**src/rtl/hazard_forward_ctrl_pkg.sv**
```systemverilog
// Shared definitions for the EX-stage hazard/forwarding controller:
// forward select encodings, FSM state encodings and the forwarding
// priority function used by forward_unit.
package hazard_forward_ctrl_pkg;

    localparam logic [1:0] FWD_REG = 2'b00;  // operand from register file
    localparam logic [1:0] FWD_WB  = 2'b01;  // operand from WB stage result
    localparam logic [1:0] FWD_MEM = 2'b10;  // operand from MEM stage result

    typedef enum logic [0:0] {
        S_RUN     = 1'b0,
        S_MC_BUSY = 1'b1
    } state_t;

    // Select the newest in-flight producer of src_reg. MEM is younger than
    // WB, so it wins; register $0 is hardwired to zero and never forwarded.
    function automatic logic [1:0] fwd_select(
        input logic       mem_reg_write,
        input logic [4:0] mem_write_reg,
        input logic       wb_reg_write,
        input logic [4:0] wb_write_reg,
        input logic [4:0] src_reg
    );
        logic [1:0] sel;
        if (mem_reg_write && (mem_write_reg != 5'd0) && (mem_write_reg == src_reg)) begin
            sel = FWD_MEM;
        end else if (wb_reg_write && (wb_write_reg != 5'd0) && (wb_write_reg == src_reg)) begin
            sel = FWD_WB;
        end else begin
            sel = FWD_REG;
        end
        return sel;
    endfunction

endpackage

```
**src/rtl/hazard_forward_ctrl_forward_unit.sv**
```systemverilog
// forward_unit: combinational EX operand forwarding selects.
// Ports:
//   EX_Rs, EX_Rt                  source registers of the instruction in EX
//   MEM_RegWrite, MEM_WriteReg    producer in MEM
//   WB_RegWrite, WB_WriteReg      producer in WB
//   ForwardA, ForwardB            operand A/B select (FWD_REG/FWD_WB/FWD_MEM)
module forward_unit
    import hazard_forward_ctrl_pkg::*;
(
    input  logic [4:0] EX_Rs,
    input  logic [4:0] EX_Rt,
    input  logic       MEM_RegWrite,
    input  logic [4:0] MEM_WriteReg,
    input  logic       WB_RegWrite,
    input  logic [4:0] WB_WriteReg,
    output logic [1:0] ForwardA,
    output logic [1:0] ForwardB
);

    // Operand selects for both EX source operands.
    always_comb begin
        ForwardA = fwd_select(MEM_RegWrite, MEM_WriteReg, WB_RegWrite, WB_WriteReg, EX_Rs);
        ForwardB = fwd_select(MEM_RegWrite, MEM_WriteReg, WB_RegWrite, WB_WriteReg, EX_Rt);
    end

endmodule

```
**src/rtl/hazard_forward_ctrl.sv**
```systemverilog
// hazard_forward_ctrl: EX-stage pipeline controller for the 5-stage MIPS pipe.
// Produces operand forwarding selects, load-use stalls, taken-branch flushes
// and freezes the front of the pipe while a multi-cycle op occupies EX.
// Ports:
//   Clk, Reset (sync, active-high)
//   ID_* / EX_* / MEM_* / WB_*   register fields and control bits per stage
//   BranchTaken                  branch resolved taken
//   PCWrite, IFID_Write, IDEX_Write, IDEX_Bubble, EXMEM_Bubble, IFID_Flush
//                                pipeline register enables / bubbles / flush
//   ForwardA, ForwardB           EX operand selects
//   MultiBusy, MultiDone         multi-cycle op status
//   StallCount                   saturating count of cycles with PCWrite=0
module hazard_forward_ctrl
    import hazard_forward_ctrl_pkg::*;
#(
    parameter int MULT_CYCLES = 4,
    parameter int CNT_W       = 4
) (
    input  logic        Clk,
    input  logic        Reset,
    input  logic [4:0]  ID_Rs,
    input  logic [4:0]  ID_Rt,
    input  logic        ID_UsesRs,
    input  logic        ID_UsesRt,
    input  logic [4:0]  EX_Rs,
    input  logic [4:0]  EX_Rt,
    input  logic        EX_MemRead,
    input  logic [4:0]  EX_WriteReg,
    input  logic        EX_MultiStart,
    input  logic        MEM_RegWrite,
    input  logic [4:0]  MEM_WriteReg,
    input  logic        WB_RegWrite,
    input  logic [4:0]  WB_WriteReg,
    input  logic        BranchTaken,
    output logic        PCWrite,
    output logic        IFID_Write,
    output logic        IDEX_Write,
    output logic        IDEX_Bubble,
    output logic        EXMEM_Bubble,
    output logic        IFID_Flush,
    output logic [1:0]  ForwardA,
    output logic [1:0]  ForwardB,
    output logic        MultiBusy,
    output logic        MultiDone,
    output logic [31:0] StallCount
);

    state_t             state_r;
    logic [CNT_W-1:0]   cnt_r;
    logic [31:0]        stall_count_r;
    logic               lu_s;

    forward_unit u_forward_unit (
        .EX_Rs        (EX_Rs),
        .EX_Rt        (EX_Rt),
        .MEM_RegWrite (MEM_RegWrite),
        .MEM_WriteReg (MEM_WriteReg),
        .WB_RegWrite  (WB_RegWrite),
        .WB_WriteReg  (WB_WriteReg),
        .ForwardA     (ForwardA),
        .ForwardB     (ForwardB)
    );

    // Load-use hazard: the load in EX cannot forward in time to ID's consumer.
    always_comb begin
        lu_s = EX_MemRead && (EX_WriteReg != 5'd0) &&
               ((ID_UsesRs && (ID_Rs == EX_WriteReg)) ||
                (ID_UsesRt && (ID_Rt == EX_WriteReg)));
    end

    // Pipeline enables, bubbles and flushes decoded from state and hazards.
    always_comb begin
        PCWrite      = 1'b1;
        IFID_Write   = 1'b1;
        IDEX_Write   = 1'b1;
        IDEX_Bubble  = 1'b0;
        EXMEM_Bubble = 1'b0;
        IFID_Flush   = 1'b0;
        MultiBusy    = 1'b0;
        MultiDone    = 1'b0;
        case (state_r)
            S_RUN: begin
                // The flush squashes the stalled consumer anyway, so it wins.
                if (BranchTaken) begin
                    IFID_Flush  = 1'b1;
                    IDEX_Bubble = 1'b1;
                end else if (lu_s) begin
                    PCWrite     = 1'b0;
                    IFID_Write  = 1'b0;
                    IDEX_Bubble = 1'b1;
                end else begin
                    IDEX_Bubble = 1'b0;
                end
            end
            S_MC_BUSY: begin
                // EX is held; MEM receives NOPs until the op completes.
                PCWrite      = 1'b0;
                IFID_Write   = 1'b0;
                IDEX_Write   = 1'b0;
                EXMEM_Bubble = 1'b1;
                MultiBusy    = 1'b1;
                if (cnt_r == CNT_W'(1)) begin
                    MultiDone = 1'b1;
                end else begin
                    MultiDone = 1'b0;
                end
            end
            default: begin
                PCWrite = 1'b1;
            end
        endcase
    end

    // FSM, busy counter and saturating stall counter.
    always_ff @(posedge Clk) begin
        if (Reset) begin
            state_r       <= S_RUN;
            cnt_r         <= '0;
            stall_count_r <= 32'd0;
        end else begin
            case (state_r)
                S_RUN: begin
                    // First op cycle runs in RUN, so only MULT_CYCLES-1 busy cycles follow.
                    if (EX_MultiStart) begin
                        state_r <= S_MC_BUSY;
                        cnt_r   <= CNT_W'(MULT_CYCLES - 1);
                    end
                end
                S_MC_BUSY: begin
                    cnt_r <= cnt_r - CNT_W'(1);
                    if (cnt_r == CNT_W'(1)) begin
                        state_r <= S_RUN;
                    end
                end
                default: begin
                    state_r <= S_RUN;
                    cnt_r   <= '0;
                end
            endcase
            if (!PCWrite && (stall_count_r != 32'hFFFF_FFFF)) begin
                stall_count_r <= stall_count_r + 32'd1;
            end
        end
    end

    assign StallCount = stall_count_r;

endmodule

```
**config.mk**
```make
export PLATFORM = sky130hd
export DESIGN_NAME = hazard_forward_ctrl
export DESIGN_NICKNAME = d
export VERILOG_FILES = /design/src/rtl/hazard_forward_ctrl_pkg.sv /design/src/rtl/hazard_forward_ctrl_forward_unit.sv /design/src/rtl/hazard_forward_ctrl.sv
export SDC_FILE = /design/constraint.sdc
export NUM_CORES = 1
export LEC_CHECK = 0
export CAP_MARGIN = 30
export CORE_UTILIZATION = 47
export DETAILED_ROUTE_END_ITERATION = 8
export GPL_ROUTABILITY_DRIVEN = 1
export PLACE_DENSITY = 0.94
export SLEW_MARGIN = 40
export SYNTH_ARGS = -nofsm -noshare
export SYNTH_HDL_FRONTEND = slang
export SYNTH_HIERARCHICAL = 1
export SYNTH_SLANG_ARGS = --single-unit
```
**constraint.sdc**
```tcl
create_clock -name Clk -period 3.7 [get_ports Clk]
set_clock_uncertainty 0.05 [all_clocks]
set_input_delay 0.74 -clock Clk [delete_from_list [all_inputs] [get_ports Clk]]
set_output_delay 0.74 -clock Clk [all_outputs]
set_load 0.01 [all_outputs]
```
==> results of run 1 <==
-- state kept, by name, indices dropped and copies added, names as in the netlist --
register and flops:
StallCount 32, cnt_r 4, state_r 1
-- cell type report --
cell class                 instances  share of cell area [%]
tap                               52                    1.98
inverter                           3                   0.342
multi-input combinational        227                    44.0
sequential                        37                    22.5
clock buffer                       5                    2.09
clock inverter                     2                    1.06
timing repair buffer              94                    28.0
-- final timing paths --
check / from / to / slack, ps
worst max-delay path: EX_WriteReg[1] / IFID_Write / 120
worst min-delay path: StallCount[28] / StallCount[28] / 450
worst max register to register: StallCount[13] / StallCount[1] / 1200
worst min register to register: StallCount[28] / StallCount[28] / 450
-- repair_timing --
item	in CTS	in global routing
endpoints found under the setup margin	0	4
setup buffers	0	0
hold buffers	0	0
gates resized for setup	0	3
-- layout by cell type (no fill, tap or decap), types with 2 or more instances in the layout --
| master | n |
|---|---|
| clkbuf_8 | 5 |
| xnor2_1 | 26 |
| or4_1 | 13 |
| dfxtp_1 | 37 |
| nor4_1 | 6 |
| nor2_1 | 15 |
| nand2_1 | 22 |
| nand3_1 | 13 |
| o21ai_0 | 17 |
| o21ai_2 | 2 |
| inv_1 | 3 |
| and4_1 | 5 |
| nand4_1 | 12 |
| nor3_1 | 5 |
| buf_4 | 7 |
| a21oi_1 | 28 |
| clkdlybuf4s50_1 | 84 |
| or3_1 | 16 |
| dlymetal6s2s_1 | 2 |
| a211oi_1 | 2 |
| ha_1 | 3 |
| nor2b_1 | 4 |
| xor2_1 | 7 |
| mux2_2 | 2 |
| and3_1 | 3 |
| o31ai_1 | 10 |
-- worst register-to-register path, cell delays in order, from the launching register on --
cell     delay [ps]
dfxtp_1         430
and4_1          310
and4_1          470
nand4_2         200
nand3_2         110
buf_4           320
buf_4           240
mux2i_1         200
nor2_1           50
-- kinds of logic after synthesis --
family,after synthesis
and+or+nand+nor,123
AOI/OAI and AO/OA,65
buffers and inverters,17
DFF,37
xor gates and xnor gates,33
adders and majority gates,3
muxes,3
-- power by group through the flow --
| stage | clock, W | combinational, W | sequential [W] |
|---|---|---|---|
| floorplan | 0 | 0.0000854 | 0.000421 |
| CTS | 0.000340 | 0.000174 | 0.000414 |
| finish | 0.000334 | 0.000174 | 0.000414 |
| global route | 0.000359 | 0.000187 | 0.000415 |
| global placement | 0 | 0.000170 | 0.000423 |
| detailed placement | 0 | 0.000173 | 0.000423 |
-- through the flow --
step | utilization, % | cells
after global placement | 70.7 | 413
after detailed placement | 70.6 | 413
after CTS | 72.9 | 420
after global routing | 73.1 | 420
final | 73.1 | 420
after floorplan | - | 281
-- metal layers --
metal / track usage [%] / vias to the layer above / share of wire (%)
met3: 6.75 / 6 / 7.3
li1: - / 1222 / -
met4: 7.41 / 0 / 1.1
met5: 0 / - / 0
met2: 42.2 / 92 / 49
met1: 27.0 / 1100 / 42
==> reports/qor.csv, run 1 <==
stage,metric,value,unit
yosys,ys_types,42,
power_and_ir_drop,peakVddDrop,0.000121,V
yosys,synth_fa_ha_area_share,1.65,%
hold_path,holdCritPathClass,flip-flop to flip-flop,
critical_path,cp_cell_sequence,clkdlybuf4s50_1 -> or4_1 -> o21ai_2 -> nor2_1 -> a21oi_2 -> clkdlybuf4s50_1,
final_layout,drive_gt1_share,6.79,%
global_route,grt_pass1_vias,2248,
final_layout,seqCellArea,741,µm²
die,core,4500,µm²
timing,rsz0062_at_grt,no,
yosys,synth_edf_count,0,
power_and_ir_drop,seqPwrFrac,44.9,%
critical_path,crit_fanout,3,
timing,final.period_utilization,96.7,%
routing,viasPerCell,5.76,
critical_path,cpMaxStageDelayCell,or4_1,
placement,port_buffers,87,
yosys,synth_top_area_share,32.5,%
yosys,synth_compound_area_share,16.8,%
power_and_ir_drop,p_clk_share,36.2,%
critical_path,crit_top_cell,clkdlybuf4s50_1,
final_layout,n_antenna_cell,0,
timing,final-setup-viol-count,0,
die,dieArea,5120,µm²
routing,wl,5890,µm
routing,vias,2420,
critical_path,critPathBufInv,2,
outcome,status,"finished, final reports clean",
yosys,async_flop_share,0,%
power_and_ir_drop,cellLeakagePower,1.09,nW
final_layout,final_cell_area,3290,µm²
routing,wl_per_cell,14.0,µm
power_and_ir_drop,total_power,0.000922,W
die,start_util,50.5,%
power_and_ir_drop,power_frac_comb,18.8,%
critical_path,reg2regPathDepth,8,
die,fp-row-count,24,
yosys,yosys_warnings,6,
yosys,syn_area_per_cell,8.10,µm²
placement,placed_area,3180,µm²
yosys,ys_seq_area_share,32.5,%
yosys,synthFlopType,dfxtp_1,
yosys,synth_cells,281,
yosys,yosysTopAreaCell,dfxtp_1,
power_and_ir_drop,powerDensity,280,nW/µm²
clocking,clock_sinks,37,
routing,firstDrtPassIters,4,
critical_path,critical-path-max-stage-delay,560,ps
yosys,synth_simple_gate_area_share,30.9,%
final_layout,syn2layout_area_growth,44.7,%
yosys,synth.most_common_cell,dfxtp_1,
yosys,synthMuxAreaShare,1.43,%
final_layout,multi_input_area,1450,µm²
clocking,clock_latency,290,ps
clocking,path_clk_slew,60,ps
die,die_w,71.6,µm
yosys,synth_top_family_by_area,simple AND/OR/NAND/NOR gates,
timing,finalHoldViolCount,0,
routing,ant_nets,0,
global_route,antenna_found_initial,0,
timing,finalSetupTns,0,ps
yosys,syn_area,2280,µm²
global_route,grt_overflow,0,
final_layout,fillers,355,
routing,drt_first_iter_violations,177,
power_and_ir_drop,switching_share,24.4,%
power_and_ir_drop,switchingPower,0.000225,W
critical_path,cp.depth,6,
yosys,synth_area_leaders,"dfxtp_1, xnor2_1, a21oi_1, or3_1, or4_1",
placement,place_hpwl,4510,µm
timing,tightest_slew,491,ps
timing,relSlewSlack,67.2,%
routing,drc,0,
die,ioPinCount,88,
timing,fmax,280,MHz
critical_path,required,2910,ps
final_layout,fin_nets,415,
yosys,synth-xor-area-share,12.7,%
timing,slew_viol_final,0,
flow_run,cap_violations,0,
critical_path,path_class,input pin to output pin,
critical_path,startpoint_type,input pin,
die,die-height,71.6,µm
clocking,cts-htree-levels,2,
critical_path,cp-end-kind,output pin,
global_route,grt_pass1_wl,9660,µm
yosys,synthTopCellsByCount,"dfxtp_1, a21oi_1, xnor2_1",
timing,fin_hold_ws,445,ps
global_route,grt_max_degree,42,
placement,place.gp.congestion,0.890,
critical_path,cp.arrival,2790,ps
clocking,tritoncts,built,
yosys,synthesis.nets,328,
clocking,root_buffer,clkbuf_8,
placement,place_ws,56.7,ps
critical_path,path_delay_family,buffers and inverters,
global_route,globalRouteTotalUtil,23.5,%
yosys,ys_seq_elements,37,
timing,min_period,3580,ps
clocking,numCtsBuffers,5,
power_and_ir_drop,intPower,0.000697,W
clocking,cts_max_path_buffers,2,
timing,fin_ws,123,ps
hold_path,whs_path_depth,2,
No activity file was read; power rests on OpenSTA's default activity.
==> inputs of run 2 (changes only) <==
Settings changed: SLEW_MARGIN 40 to not set.
==> run 2 against run 1 <==
  * Sequential power about the same
  * Design area about the same
  * Flip-flop and latch count unchanged
  * Critical path type unchanged
==> reports/qor.csv, run 2 (synthesis gave the netlist of run 1 again) <==
stage,metric,value,unit,change
outcome,status,"finished, final reports clean",,
placement,port_buffers,87,,unchanged
final_layout,fin_nets,415,,unchanged
die,fp-row-count,24,,unchanged
final_layout,largest_reg_flops,32,,unchanged
power_and_ir_drop,peakVddDrop,0.000126,V,+3.9%
final_layout,seqCellArea,741,µm²,unchanged
clocking,cts_max_path_buffers,2,,unchanged
critical_path,cp.arrival,2830,ps,+40 ps
critical_path,path_class,input pin to output pin,,
placement,place.gp.congestion,0.890,,unchanged
placement,place_hpwl,4550,µm,+0.83%
clocking,tritoncts,built,,
critical_path,ff2ff_setup_slack,1190,ps,about the same
critical_path,required,2910,ps,about the same
die,core,4500,µm²,unchanged
final_layout,drive_gt1_share,6.25,%,-0.54 points
critical_path,cpMaxStageDelayCell,clkdlybuf4s50_1,,
global_route,grt_overflow,0,,unchanged
global_route,antenna_found_initial,0,,unchanged
timing,final-setup-viol-count,0,,unchanged
timing,tightest_slew,936,ps,+444 ps
clocking,cts-htree-levels,2,,unchanged
power_and_ir_drop,cellLeakagePower,1.09,nW,about the same
global_route,grt_pass1_wl,9670,µm,about the same
routing,vias,2420,,unchanged
final_layout,fillers,350,,-1.4%
timing,min_period,3620,ps,+44.1 ps
final_layout,layout_commonest_cell,clkdlybuf4s50_1,,
timing,rsz0062_at_grt,no,,
hold_path,whs_path_depth,2,,unchanged
final_layout,n_antenna_cell,0,,unchanged
hold_path,holdCritPathClass,flip-flop to flip-flop,,
critical_path,crit_fanout,3,,unchanged
critical_path,crit_top_cell,clkdlybuf4s50_1,,
flow_run,cap_violations,0,,unchanged
critical_path,cp-end-kind,output pin,,
die,die-height,71.6,µm,unchanged
clocking,root_buffer,clkbuf_8,,
critical_path,critical-path-max-stage-delay,590,ps,+30 ps
clocking,clock_sinks,37,,unchanged
final_layout,final_cell_mix,"clkdlybuf4s50_1, dfxtp_1, a21oi_1",,
timing,finalSetupTns,0,ps,unchanged
routing,firstDrtPassIters,4,,unchanged
timing,slew_viol_final,0,,unchanged
clocking,clock_latency,290,ps,about the same
final_layout,multi_input_area,1450,µm²,-0.26%
die,ioPinCount,88,,unchanged
routing,wl_per_cell,14.1,µm,+0.31%
routing,ant_nets,0,,unchanged
die,die_w,71.6,µm,unchanged
clocking,path_clk_slew,70,ps,about the same
critical_path,reg2regPathDepth,8,,unchanged
clocking,numCtsBuffers,5,,unchanged
routing,viasPerCell,5.76,,unchanged
timing,finalHoldViolCount,0,,unchanged
global_route,grt_pass1_vias,2256,,+0.36%
timing,fin_ws,79.2,ps,-44.1 ps
routing,drc,0,,unchanged
clocking,postCtsSetupBuffers,0,,unchanged
placement,place_ws,52.6,ps,-4.18 ps
critical_path,cp_cell_sequence,clkdlybuf4s50_1 -> or4_1 -> o21ai_2 -> nor2_1 -> a21oi_1 -> clkdlybuf4s50_1,,
clocking,hold_buffers,0,,unchanged
timing,fmax,276,MHz,-1.2%
hold_path,holdPathEnd,StallCount[16],,
critical_path,worstReg2RegStart,StallCount[13],,
routing,wl,5910,µm,+0.31%
critical_path,startpoint_type,input pin,,
hold_path,hp-start,StallCount[16],,
routing,drt_first_iter_violations,142,,-20%
die,start_util,50.5,%,unchanged
timing,fin_hold_ws,455,ps,+9.75 ps
power_and_ir_drop,powerDensity,280,nW/µm²,about the same
global_route,grt_max_degree,42,,unchanged
final_layout,syn2layout_area_growth,44.7,%,about the same
timing,final.period_utilization,97.9,%,+1.2 points
die,dieArea,5120,µm²,unchanged
critical_path,rr_endpoint,StallCount[1],,
global_route,globalRouteTotalUtil,23.4,%,-0.060 points
timing,relSlewSlack,37.4,%,-30 points
[run 2: repair_timing]
action,4_1_cts,5_1_grt
gates resized for setup,0,2
hold endpoints to repair,0,0
setup endpoints to repair,0,2
[run 2: worst max-delay path by stage]
stage,slack [ps],startpoint,end,cells after the start
4_1_cts,30,MEM_WriteReg[1],ForwardB[0],6
5_1_grt,20,EX_WriteReg[1],PCWrite,6
2_1_floorplan,920,EX_WriteReg[1],PCWrite,5
3_5_place_dp,50,MEM_WriteReg[1],ForwardB[0],6
6_report,80,EX_WriteReg[1],IFID_Write,6
3_3_place_gp,140,EX_WriteReg[1],PCWrite,6
[run 2: cell type report]
cell class,instances,share of cell area (%)
clock buffer,5,2.09
clock inverter,2,1.06
inverter,3,0.342
multi-input combinational,227,43.9
sequential,37,22.5
tap,52,1.97
timing repair buffer,94,28.2
[run 2: power by group]
group | internal (W) | switching, W
Sequential | 0.000405 | 0.00000952
Clock | 0.000196 | 0.000139
Combinational | 0.0000976 | 0.0000768
Total | 0.000698 | 0.000225
[run 2: per-stage QoR]
| step | total power [W] | instance area (µm²) | std cells | utilization [%] |
|---|---|---|---|---|
| after global routing | 0.000961 | 3290 | 420 | 73.1 |
| after global placement | 0.000592 | 3190 | 413 | 70.7 |
| final | 0.000923 | 3290 | 420 | 73.1 |
| after floorplan | 0.000506 | 2280 | 281 | - |
| after CTS | 0.000929 | 3290 | 420 | 73.0 |
| after detailed placement | 0.000597 | 3190 | 413 | 70.7 |
[run 2: metal layers]
| layer | part of all wire [%] | track usage [%] | vias to the layer above | wire length [µm] |
|---|---|---|---|---|
| met5 | 0 | 0 | - | 0 |
| met4 | 0.98 | 7.41 | 0 | 58 |
| met3 | 6.2 | 6.47 | 6 | 367 |
| met2 | 49 | 41.4 | 80 | 2920 |
| met1 | 43 | 27.7 | 1115 | 2560 |
| li1 | - | - | 1219 | - |
[run 2: critical path: cells and delay by family]
family	cells	cell delay (ps)
buf+inv	2	1060
simple gates	2	620
compound gates	2	420
==> inputs of run 3 (changes only) <==
Settings changed: GPL_TIMING_DRIVEN set to 0, MAX_ROUTING_LAYER set to met4.
==> run 3 against run 2 <==
  * Worst setup slack lost 32 ps
  * Core utilization increased by 0.97 points
  * Flip-flop and latch count did not move
  * Register-to-register slack better by 220 ps
  * Largest cell class unchanged
  * Global-route usage up 3.8 points
==> reports/qor.csv, run 3 (synthesis gave the netlist of run 1 again) <==
stage,metric,value,unit,change
global_route,grt_max_degree,11,,-74%
critical_path,ff2ff_setup_slack,1410,ps,+220 ps
timing,slew_viol_final,0,,unchanged
timing,final.period_utilization,98.7,%,+0.87 points
outcome,status,"finished, final reports clean",,
clocking,path_clk_slew,70,ps,about the same
hold_path,holdCritPathClass,flip-flop to flip-flop,,
clocking,root_buffer,clkbuf_8,,
global_route,grt_overflow,0,,unchanged
clocking,cts-htree-levels,2,,unchanged
final_layout,fin_util,74.1,%,+0.97 points
routing,wl_met2,3390,µm,+16%
placement,place.gp.congestion,0.822,,-7.7%
final_layout,layout_commonest_cell,clkdlybuf4s50_1,,
placement,port_buffers,87,,unchanged
timing,fin_ws,46.9,ps,-32.4 ps
critical_path,path_delay_family,buffers and inverters,,
routing,ant_nets,0,,unchanged
timing,relSlewSlack,62.2,%,+25 points
routing,wl,6840,µm,+16%
die,dieArea,5120,µm²,unchanged
critical_path,critPathBufInv,3,,+1
critical_path,crit_fanout,3,,unchanged
critical_path,cpMaxStageDelayCell,clkdlybuf4s50_1,,
routing,vias,2654,,+9.7%
timing,tightest_slew,567,ps,-369 ps
critical_path,startpoint_type,input pin,,
critical_path,path_class,input pin to output pin,,
clocking,numCtsBuffers,5,,unchanged
final_layout,final_cell_mix,"clkdlybuf4s50_1, dfxtp_1, a21oi_1",,
critical_path,cp.arrival,2860,ps,+30 ps
final_layout,final_cell_area,3340,µm²,+1.3%
routing,wl_met3,530,µm,+44%
global_route,grt_pass1_wl,10700,µm,+10%
power_and_ir_drop,total_power,0.000888,W,-3.8%
clocking,hold_buffers,0,,unchanged
routing,viasPerCell,6.17,,+7.1%
routing,drc,0,,unchanged
routing,firstDrtPassIters,5,,+1
routing,maxUsedRoutingLayer,met4,,
clocking,clock_sinks,37,,unchanged
final_layout,drive_gt1_share,7.41,%,+1.2 points
die,start_util,50.5,%,unchanged
timing,finalHoldViolCount,0,,unchanged
global_route,antenna_found_initial,0,,unchanged
placement,place_ws,-123,ps,-176 ps
clocking,tritoncts,built,,
timing,final-setup-viol-count,0,,unchanged
global_route,grt_pass1_vias,2401,,+6.4%
clocking,clock_latency,290,ps,about the same
routing,drt-met1-wl,2740,µm,+6.9%
die,ioPinCount,88,,unchanged
timing,min_period,3650,ps,+32.4 ps
power_and_ir_drop,powerDensity,266,nW/µm²,-5.1%
global_route,globalRouteTotalUtil,27.2,%,+3.8 points
placement,placed_area,3210,µm²,+0.82%
critical_path,required,2910,ps,about the same
final_layout,largest_reg_flops,32,,unchanged
critical_path,cp_cell_sequence,clkdlybuf4s50_1 -> or4_4 -> o21ai_2 -> nor2_1 -> a21oi_2 -> buf_4 -> clkdlybuf4s50_1,,
final_layout,fin_nets,425,,+2.4%
critical_path,critical-path-max-stage-delay,520,ps,-70 ps
critical_path,cp-end-kind,output pin,,
flow_run,cap_violations,0,,unchanged
die,fp-row-count,24,,unchanged
final_layout,n_antenna_cell,0,,unchanged
die,die-height,71.6,µm,unchanged
die,die_w,71.6,µm,unchanged
routing,wl_per_cell,15.9,µm,+13%
timing,fin_hold_ws,454,ps,-1.54 ps
timing,fmax,274,MHz,-0.89%
final_layout,syn2layout_area_growth,46.7,%,
clocking,cts_max_path_buffers,2,,unchanged
die,core,4500,µm²,unchanged
critical_path,crit_top_cell,clkdlybuf4s50_1,,
placement,place_hpwl,5060,µm,+11%
power_and_ir_drop,peakVddDrop,0.000170,V,+35%
power_and_ir_drop,cellLeakagePower,1.13,nW,+3.4%
routing,drt_first_iter_violations,197,,+39%
-- run 3: cell type report --
type | instances | area, µm²
Multi-Input combinational cell | 227 | 1450
Fill cell | 352 | 1170
Timing Repair Buffer | 90 | 903
Sequential cell | 37 | 741
Clock buffer | 7 | 86.3
Buffer | 14 | 78.8
Tap cell | 52 | 65.1
Inverter | 3 | 11.3
-- run 3: through the flow --
stage	TNS, ps	std cells
finish	0	430
global route	-32.9	430
CTS	0	428
detailed placement	-173	420
global placement	-58.8	420
floorplan	0	281
-- run 3: worst paths after layout --
path / start / end / depth (start not counted)
hold / removal: StallCount[28] / StallCount[28] / 2
setup / recovery: EX_WriteReg[3] / PCWrite / 7
setup reg to reg: StallCount[0] / StallCount[30] / 8
hold reg to reg: StallCount[28] / StallCount[28] / 2
-- run 3: timing repair --
action	in CTS	in global routing
gates resized for setup	1	5
endpoints found under the setup margin	2	4
setup buffers	1	2
pin swaps	1	2
-- run 3: layer usage --
| layer | vias to the layer above | track usage [%] |
|---|---|---|
| met4 | 0 | 10.5 |
| met1 | 1242 | 30.7 |
| met5 | - | - |
| met2 | 149 | 46.7 |
| li1 | 1240 | - |
| met3 | 23 | 6.75 |
-- run 3: where the power goes --
group,total (W),internal (W),switching [W]
clock network,0.000285,0.000148,0.000137
logic,0.000191,0.000103,0.0000881
registers,0.000412,0.000405,0.00000738
-- run 3: tightest hold or removal path, stage by stage (launching register included) --
cell and delay, ps:
dfxtp_1 340, o31ai_1 70, a21oi_1 50
